**src/rtl/multi_motor_pwm.sv**
```systemverilog
// N-channel H-bridge PWM/direction driver; reversal coasts the bridge for DEAD_PERIODS full periods.
// Outputs registered (1 clk); cmd_ready low while any channel is in dead-time. Duty ramp: MULTI_MOTOR_RAMP_EN.
module multi_motor_pwm #(
  parameter int CHANNELS     = 2,
  parameter int CNT_W        = 10,
  parameter int PERIOD       = 1000,
  parameter int PRESCALE     = 50,
  parameter int DEAD_PERIODS = 2,
  parameter int RAMP_STEP    = 50
) (
  input  logic                      clk,
  input  logic                      rst,
  input  logic                      cmd_valid,
  output logic                      cmd_ready,
  input  logic [CHANNELS*CNT_W-1:0] duty_in,
  input  logic [CHANNELS-1:0]       dir_in,
  output logic [CHANNELS-1:0]       pwm,
  output logic [CHANNELS-1:0]       ina,
  output logic [CHANNELS-1:0]       inb,
  output logic [CHANNELS-1:0]       busy
);
  typedef enum logic [1:0] {IDLE, RUN, DEAD} state_t;

  localparam int PS_W = (PRESCALE > 1) ? $clog2(PRESCALE) : 1;
  localparam int DC_W = $clog2(DEAD_PERIODS + 2);
  localparam logic [PS_W-1:0]  PS_LAST  = PS_W'(PRESCALE - 1);
  localparam logic [CNT_W-1:0] PER      = CNT_W'(PERIOD);
  localparam logic [CNT_W-1:0] PER_LAST = CNT_W'(PERIOD - 1);
  localparam logic [DC_W-1:0]  DC_PB    = DC_W'(DEAD_PERIODS);
  localparam logic [DC_W-1:0]  DC_MID   = DC_W'(DEAD_PERIODS + 1);
  localparam logic [DC_W-1:0]  DC_ONE   = DC_W'(1);

  logic [PS_W-1:0]     pre_q, pre_d;
  logic [CNT_W-1:0]    cnt_q, cnt_d;
  logic                tick, pb, cap;
  state_t              st_q [CHANNELS];
  state_t              st_d [CHANNELS];
  logic [CNT_W-1:0]    tgt_duty_q [CHANNELS];
  logic [CNT_W-1:0]    tgt_duty_d [CHANNELS];
  logic [CNT_W-1:0]    act_q [CHANNELS];
  logic [CNT_W-1:0]    act_d [CHANNELS];
  logic [DC_W-1:0]     dc_q [CHANNELS];
  logic [DC_W-1:0]     dc_d [CHANNELS];
  logic [CHANNELS-1:0] tgt_dir_q, tgt_dir_d, cur_dir_q, cur_dir_d;
  logic [CHANNELS-1:0] pwm_d, ina_d, inb_d, busy_d;
  logic                ready_d;
  logic [CNT_W-1:0]    duty_clamp, run_duty, exit_duty;

`ifdef MULTI_MOTOR_RAMP_EN
  localparam logic [CNT_W:0] STEP = (CNT_W + 1)'(RAMP_STEP);

  // Move cur toward tgt by at most STEP, landing exactly on tgt.
  function automatic logic [CNT_W-1:0] ramp_to(input logic [CNT_W-1:0] cur,
                                               input logic [CNT_W-1:0] tgt);
    logic [CNT_W:0] c, t;
    c = {1'b0, cur};
    t = {1'b0, tgt};
    if (t > c) ramp_to = ((t - c) > STEP) ? CNT_W'(c + STEP) : tgt;
    else       ramp_to = ((c - t) > STEP) ? CNT_W'(c - STEP) : tgt;
  endfunction
`endif

  always_comb begin
    tick    = (pre_q == PS_LAST);
    pb      = tick && (cnt_q == PER_LAST);
    cap     = cmd_valid && cmd_ready;
    pre_d   = tick ? '0 : pre_q + 1'b1;
    cnt_d   = cnt_q;
    if (tick) cnt_d = pb ? '0 : cnt_q + 1'b1;
    ready_d    = 1'b1;
    pwm_d      = '0;
    ina_d      = '0;
    inb_d      = '0;
    busy_d     = '0;
    tgt_dir_d  = tgt_dir_q;
    cur_dir_d  = cur_dir_q;
    duty_clamp = '0;
    run_duty   = '0;
    exit_duty  = '0;
    for (int k = 0; k < CHANNELS; k++) begin
      duty_clamp = duty_in[k*CNT_W +: CNT_W];
      if (duty_clamp > PER) duty_clamp = PER;
`ifdef MULTI_MOTOR_RAMP_EN
      run_duty  = ramp_to(act_q[k], tgt_duty_q[k]);
      exit_duty = ramp_to('0, tgt_duty_q[k]);
`else
      run_duty  = tgt_duty_q[k];
      exit_duty = tgt_duty_q[k];
`endif
      st_d[k]       = st_q[k];
      act_d[k]      = act_q[k];
      dc_d[k]       = dc_q[k];
      tgt_duty_d[k] = cap ? duty_clamp : tgt_duty_q[k];
      tgt_dir_d[k]  = cap ? dir_in[k] : tgt_dir_q[k];
      case (st_q[k])
        IDLE: begin
          if (cap) begin
            st_d[k]      = RUN;
            cur_dir_d[k] = dir_in[k];
          end
        end
        RUN: begin
          if (pb) act_d[k] = run_duty;
          // A pb landing on entry already starts a full period, so it needs one fewer pb.
          if (cap && (dir_in[k] != cur_dir_q[k])) begin
            st_d[k]  = DEAD;
            act_d[k] = '0;
            dc_d[k]  = pb ? DC_PB : DC_MID;
          end
        end
        DEAD: begin
          act_d[k] = '0;
          if (pb) begin
            if (dc_q[k] == DC_ONE) begin
              st_d[k]      = RUN;
              cur_dir_d[k] = tgt_dir_q[k];
              act_d[k]     = exit_duty;
            end else begin
              dc_d[k] = dc_q[k] - 1'b1;
            end
          end
        end
        default: st_d[k] = IDLE;
      endcase
      pwm_d[k]  = (st_d[k] == RUN) && (cnt_q < act_q[k]);
      ina_d[k]  = (st_d[k] == RUN) && cur_dir_d[k];
      inb_d[k]  = (st_d[k] == RUN) && !cur_dir_d[k];
      busy_d[k] = (st_d[k] == DEAD);
      if (st_d[k] == DEAD) ready_d = 1'b0;
    end
  end

  always_ff @(posedge clk) begin
    if (rst) begin
      pre_q     <= '0;
      cnt_q     <= '0;
      tgt_dir_q <= '0;
      cur_dir_q <= '0;
      pwm       <= '0;
      ina       <= '0;
      inb       <= '0;
      busy      <= '0;
      cmd_ready <= 1'b1;
      for (int k = 0; k < CHANNELS; k++) begin
        st_q[k]       <= IDLE;
        tgt_duty_q[k] <= '0;
        act_q[k]      <= '0;
        dc_q[k]       <= '0;
      end
    end else begin
      pre_q     <= pre_d;
      cnt_q     <= cnt_d;
      tgt_dir_q <= tgt_dir_d;
      cur_dir_q <= cur_dir_d;
      pwm       <= pwm_d;
      ina       <= ina_d;
      inb       <= inb_d;
      busy      <= busy_d;
      cmd_ready <= ready_d;
      for (int k = 0; k < CHANNELS; k++) begin
        st_q[k]       <= st_d[k];
        tgt_duty_q[k] <= tgt_duty_d[k];
        act_q[k]      <= act_d[k];
        dc_q[k]       <= dc_d[k];
      end
    end
  end

endmodule

```
**config.mk**
```make
export PLATFORM = sky130hd
export DESIGN_NAME = multi_motor_pwm
export DESIGN_NICKNAME = d
export VERILOG_FILES = /design/src/rtl/multi_motor_pwm.sv
export SDC_FILE = /design/constraint.sdc
export NUM_CORES = 1
export LEC_CHECK = 0
export ABC_AREA = 1
export BUFFER_PORTS_ARGS = -buffer_cell sky130_fd_sc_hd__buf_2
export CAP_MARGIN = 20
export CELL_PAD_IN_SITES_DETAIL_PLACEMENT = 0
export CELL_PAD_IN_SITES_GLOBAL_PLACEMENT = 2
export CORE_AREA = 2 2 117 119
export DETAILED_ROUTE_END_ITERATION = 7
export DIE_AREA = 0 0 119 121
export PLACE_DENSITY_LB_ADDON = 0.1
export SYNTH_ARGS = -nofsm -noshare
export SYNTH_HDL_FRONTEND = slang
export SYNTH_SLANG_ARGS = --single-unit
```
**constraint.sdc**
```tcl
create_clock -name clk -period 2.1 [get_ports clk]
set_clock_uncertainty 0.1 [all_clocks]
set_input_delay 0.315 -clock clk [delete_from_list [all_inputs] [get_ports clk]]
set_output_delay 0.315 -clock clk [all_outputs]
set_load 0.01 [all_outputs]
```
# ---- Word-level counts from Yosys, hierarchy flattened
# Memories as Yosys holds them, arrays and structs flattened.
# Cells that the tools add are included.
dict set report classes {
  add_sub_neg 4
  mul 0
  div_mod_pow 0
  magnitude_cmp 4
  eq_ne 14
  shift 0
  mux 55
  bitwise 8
  n_reduce_logical 15
}
# op n
set ops {}
lappend ops {{10-bit two-way mux} 17}
lappend ops {{10-bit one-hot mux with 2 select lines} 2}
lappend ops {{2-bit two-way mux} 18}
lappend ops {{10-bit > comparator, second input constant} 2}
lappend ops {{10-bit less-than comparator} 2}
lappend ops {{2-bit by 1-bit == test with 1-bit output, second input constant} 6}
lappend ops {{1-bit two-way mux} 12}
lappend ops {{2-bit one-hot mux with 3 select lines} 2}
lappend ops {{10-bit by 1-bit adder with 10-bit output, second input constant} 1}
lappend ops {{10-bit == test, second input constant} 1}
lappend ops {{1-bit logical AND} 10}
lappend ops {{2-bit == test, second input constant} 4}
lappend ops {{1-bit bitwise OR} 8}
lappend ops {{2-bit one-hot mux with 2 select lines} 2}
lappend ops {{6-bit by 1-bit adder with 6-bit output, second input constant} 1}
lappend ops {{6-bit == test, second input constant} 1}
lappend ops {{2-bit zero test} 2}
lappend ops {{1-bit one-hot mux with 2 select lines} 2}
lappend ops {{2-bit by 1-bit subtractor with 2-bit output, second input constant} 2}
lappend ops {{1-bit zero test} 2}
lappend ops {{1-bit != test} 2}
lappend ops {{2-bit OR reduction} 1}
dict set report word_totals {
  ff_bits 29
  latchBits 0
  ramBits 48
  romBits 0
  output_inout_bits 9
  elab_cells 113
  n_memories 4
}
# memory depth word_bits rd rd_ports_with_merged_regs wr line_no
set memory_table {}
lappend memory_table {act_q 2 10 2 0 2 40} ;# logic [CNT_W-1:0] act_q [CHANNELS];
lappend memory_table {tgt_duty_q 2 10 2 0 2 38} ;# logic [CNT_W-1:0] tgt_duty_q [CHANNELS];
lappend memory_table {dc_q 2 2 2 0 2 42} ;# logic [DC_W-1:0] dc_q [CHANNELS];
lappend memory_table {st_q 2 2 2 0 2 36} ;# state_t st_q [CHANNELS];

# ---- Depth between registers and ports, before layout
dict set report depth {
  ltp_word 7
  mapped_depth 11
  ltp_nobuf 11
}

# ---- Least setup slack after synthesis
# OpenSTA, ideal clock, no wires.
dict set report synth_timing {
  path_type {register to register}
  start {mem st_q[0][2] in the netlist's numbering}
  end {mem act_q[1][8] (netlist: act_q[0][18])}
  setup_time_ps 67
  t_arrival_ps 1428
  path_slack_ps 504
  stages_incl_launch_ff 10
  period_less_slack_ps 1596
  path_cell_list {dfxtp_1 inv_1 ha_1 clkbuf_1 inv_1 clkbuf_1 nand3_1 nand2_1 nand2_1 a21oi_2}
}
# item line_no
set synth_lines {}
lappend synth_lines {{from (decl)} 36}
lappend synth_lines {{to (decl)} 40}

==> flow_summary.yaml <==
status:
  outcome: "finished, final reports clean"
floorplanning:
  initial_core_util: 0.333
  die-area_um2: 14400
  pin_count: 34
  die_h_um: 121
  fp.coreArea_um2: 13100
  die_w_um: 119
  row_count: 42
global_route:
  grt_start_max_net_pins: 35
  grt_pass1_vias: 3777
  overflow: 0
  grt_pass1_wl_um: 19300
  antenna_found_initial: 0
  grt.total_usage: 0.174
power:
  clkPwrFrac: 0.433
  p_int_mw: 2.79
  p_leak_nw: 2.36
  power.total_mw: 3.84
  pwr_density_cell_nw_per_um2: 753
  seqPwrFrac: 0.419
  vdd.ir_drop.worst_uv: 363
  switching_share: 0.274
  power_frac_comb: 0.148
  p_switching_mw: 1.05
sta:
  fmax_mhz: 535
  min_period_over_period: 0.890
  rsz0062_at_grt: "false"
  finalCriticalPeriod_ns: 1.87
  setup_viol: 0
  max_slew_margin: 0.622
  slew_viol_final: 0
  setup_tns_ns: 0
  hold_viol: 0
  tightestPinTransition_ns: 0.567
layout:
  fin_area_um2: 5100
  fillers: 1460
  seqCellArea_um2: 1540
  drive_gt1_frac: 0.141
  fin_nets: 736
  multi_input_area_um2: 2360
  n_antenna_cell: 0
  stdcell_count: 865
  area_growth_pct: 16.9
drt:
  dr.pass1.iters: 4
  vias_per_cell: 4.62
  wire_per_inst_um: 13.5
  drt_first_iter_violations: 216
  drc: 0
  vias: 3999
  ant_nets: 0
  drt_wl_total_um: 11700
cts:
  cts_setup_buffers: 0
  htree_levels: 3
  holdBufCountCts: 0
  tritoncts: "built"
  clk_latency_ns: 0.35
  root_buffer: "clkbuf_16"
  ctsResizeCount: 0
  clk_pin_slew_worst_paths_ns: 0.06
  clock_path_buffers: 2
  numCtsBuffers: 9
  cts.sinks: 77
placement:
  gp_congestion: 0.773
  dp_cells: 849
  io_buffers: 33
  placed_cell_area_um2: 4780
  hpwl_um: 8780
setup_path:
  worst-path-max-fanout: 11
  setup.worst_path.start_class: "register"
  critical_path_class: "register to register"
  required_ns: 2.28
  end_kind: "register"
  regToRegSetupSlack_ns: 0.23
  arrival_ns: 2.05
synth:
  syn_area_um2: 4360
  synthTopCellsByArea: "dfxtp_1 35%, nand2_1 16%, ha_1 7.7%"
  synth-edff-count: 0
  synthFlopType: "dfxtp_1"
  netlist-cell-type-count: 40
  synth_top_area_share: 0.353
  avgSynthCellArea_um2: 6.74
  syn_nets: 699
  synthArstFlopShare: 0
  syn_inst: 647
  synth_top_cell_by_area: "dfxtp_1"
  ys_warn_count: 0
  ys_seq_elements: 77
  synth_sequential_area_ratio: 0.353
run:
  maxCapViolations: 0
min_path:
  hold_class: "primary input to register"
cell type report:
cell class,count,area share
clock buffers,11,0.0457
well taps,176,0.0432
flip-flops and latches,77,0.302
inverters,88,0.0660
repair buffers,53,0.0643
clock inverters,5,0.0147
multi-input cells,455,0.464
metrics by stage:
step                      worst slack, ns  hold WS [ns]  utilization
after CTS                          0.0931         0.107        0.389
final                               0.232         0.120        0.390
after floorplan                     0.504         0.333            -
after detailed placement            0.118         0.359        0.366
after global placement              0.197         0.347        0.366
after global routing               0.0722         0.117        0.390
registers in the layout, summed over array words and instances (netlist names):
register    flops
tgt_duty_q     20
busy            2
pre_q           6
cnt_q          10
st_q            4
tgt_dir_q       2
ina             2
inb             2
cmd_ready       1
dc_q            4
cur_dir_q       2
pwm             2
act_q          20
power by group through the flow:
stage / registers (mW) / logic, mW / clock network, mW
floorplan: 1.63 / 0.407 / 0
global placement: 1.64 / 0.570 / 0
detailed placement: 1.64 / 0.572 / 0
CTS: 1.61 / 0.575 / 1.72
global route: 1.62 / 0.657 / 1.78
finish: 1.61 / 0.568 / 1.66
placed cells by master, fill, tap and decap left out, drive strengths merged, types with 4 or more instances in the layout:
master / Yosys / layout
a21oi: 65 / 65
nor2: 54 / 54
o21ai: 24 / 24
ha: 27 / 27
nand4: 29 / 29
nand3: 38 / 38
buf: 12 / 53
nand2: 191 / 191
clkinv: 3 / 6
inv: 85 / 85
clkbuf: 15 / 11
nor3: 9 / 9
nor3b: 4 / 4
dfxtp: 77 / 77
synthesized netlist by cell type, types with 3 or more instances:
master	instances
nand3_2	3
inv_1	81
inv_2	4
dfxtp_1	77
nor2_4	3
nand2_2	4
nor2_1	48
nand2_1	186
nor3b_1	4
o21ai_0	20
nand4_1	29
nand3_1	35
clkbuf_1	15
nor3_1	7
buf_2	7
a21oi_1	63
ha_1	27
worst paths after layout:
check	endpoint	startpoint	depth (start not counted)
setup / recovery	act_q[0][6]$_SDFFE_PP0P_	pre_q[0]$_SDFF_PP0_	9
hold / removal	tgt_duty_q[0][17]$_SDFFE_PP0P_	duty_in[17]	3
setup reg to reg	act_q[0][6]$_SDFFE_PP0P_	pre_q[0]$_SDFF_PP0_	9
hold reg to reg	act_q[0][1]$_SDFFE_PP0P_	act_q[0][1]$_SDFFE_PP0P_	2
logic make-up (layout without fill, tap and decap cells):
kind of cell | after synthesis | count (layout) | synth area share
and+or+nand+nor | 329 | 329 | 0.339
buffers and inverters | 115 | 157 | 0.106
AOI/OAI and AO/OA | 99 | 99 | 0.124
DFF | 77 | 77 | 0.353
adders and majority gates | 27 | 27 | 0.0775
worst max-delay path, cell delays in order (launching register included):
cell      delay [ns]
dfxtp_1         0.40
ha_1            0.23
nand3_2         0.17
nor2_4          0.18
nand2_4         0.11
nand2_1         0.10
nand2_2         0.15
clkinv_2        0.16
nand2_1         0.08
a21oi_1         0.11
per-layer routing:
metal	GRT usage	routed length [um]	up-vias
met5	0	0	-
met1	0.231	5980	1758
met2	0.278	5170	62
met3	0.0446	398	14
met4	0.0543	158	0
li1	-	-	2165
Power figures use the tool's default switching activity.
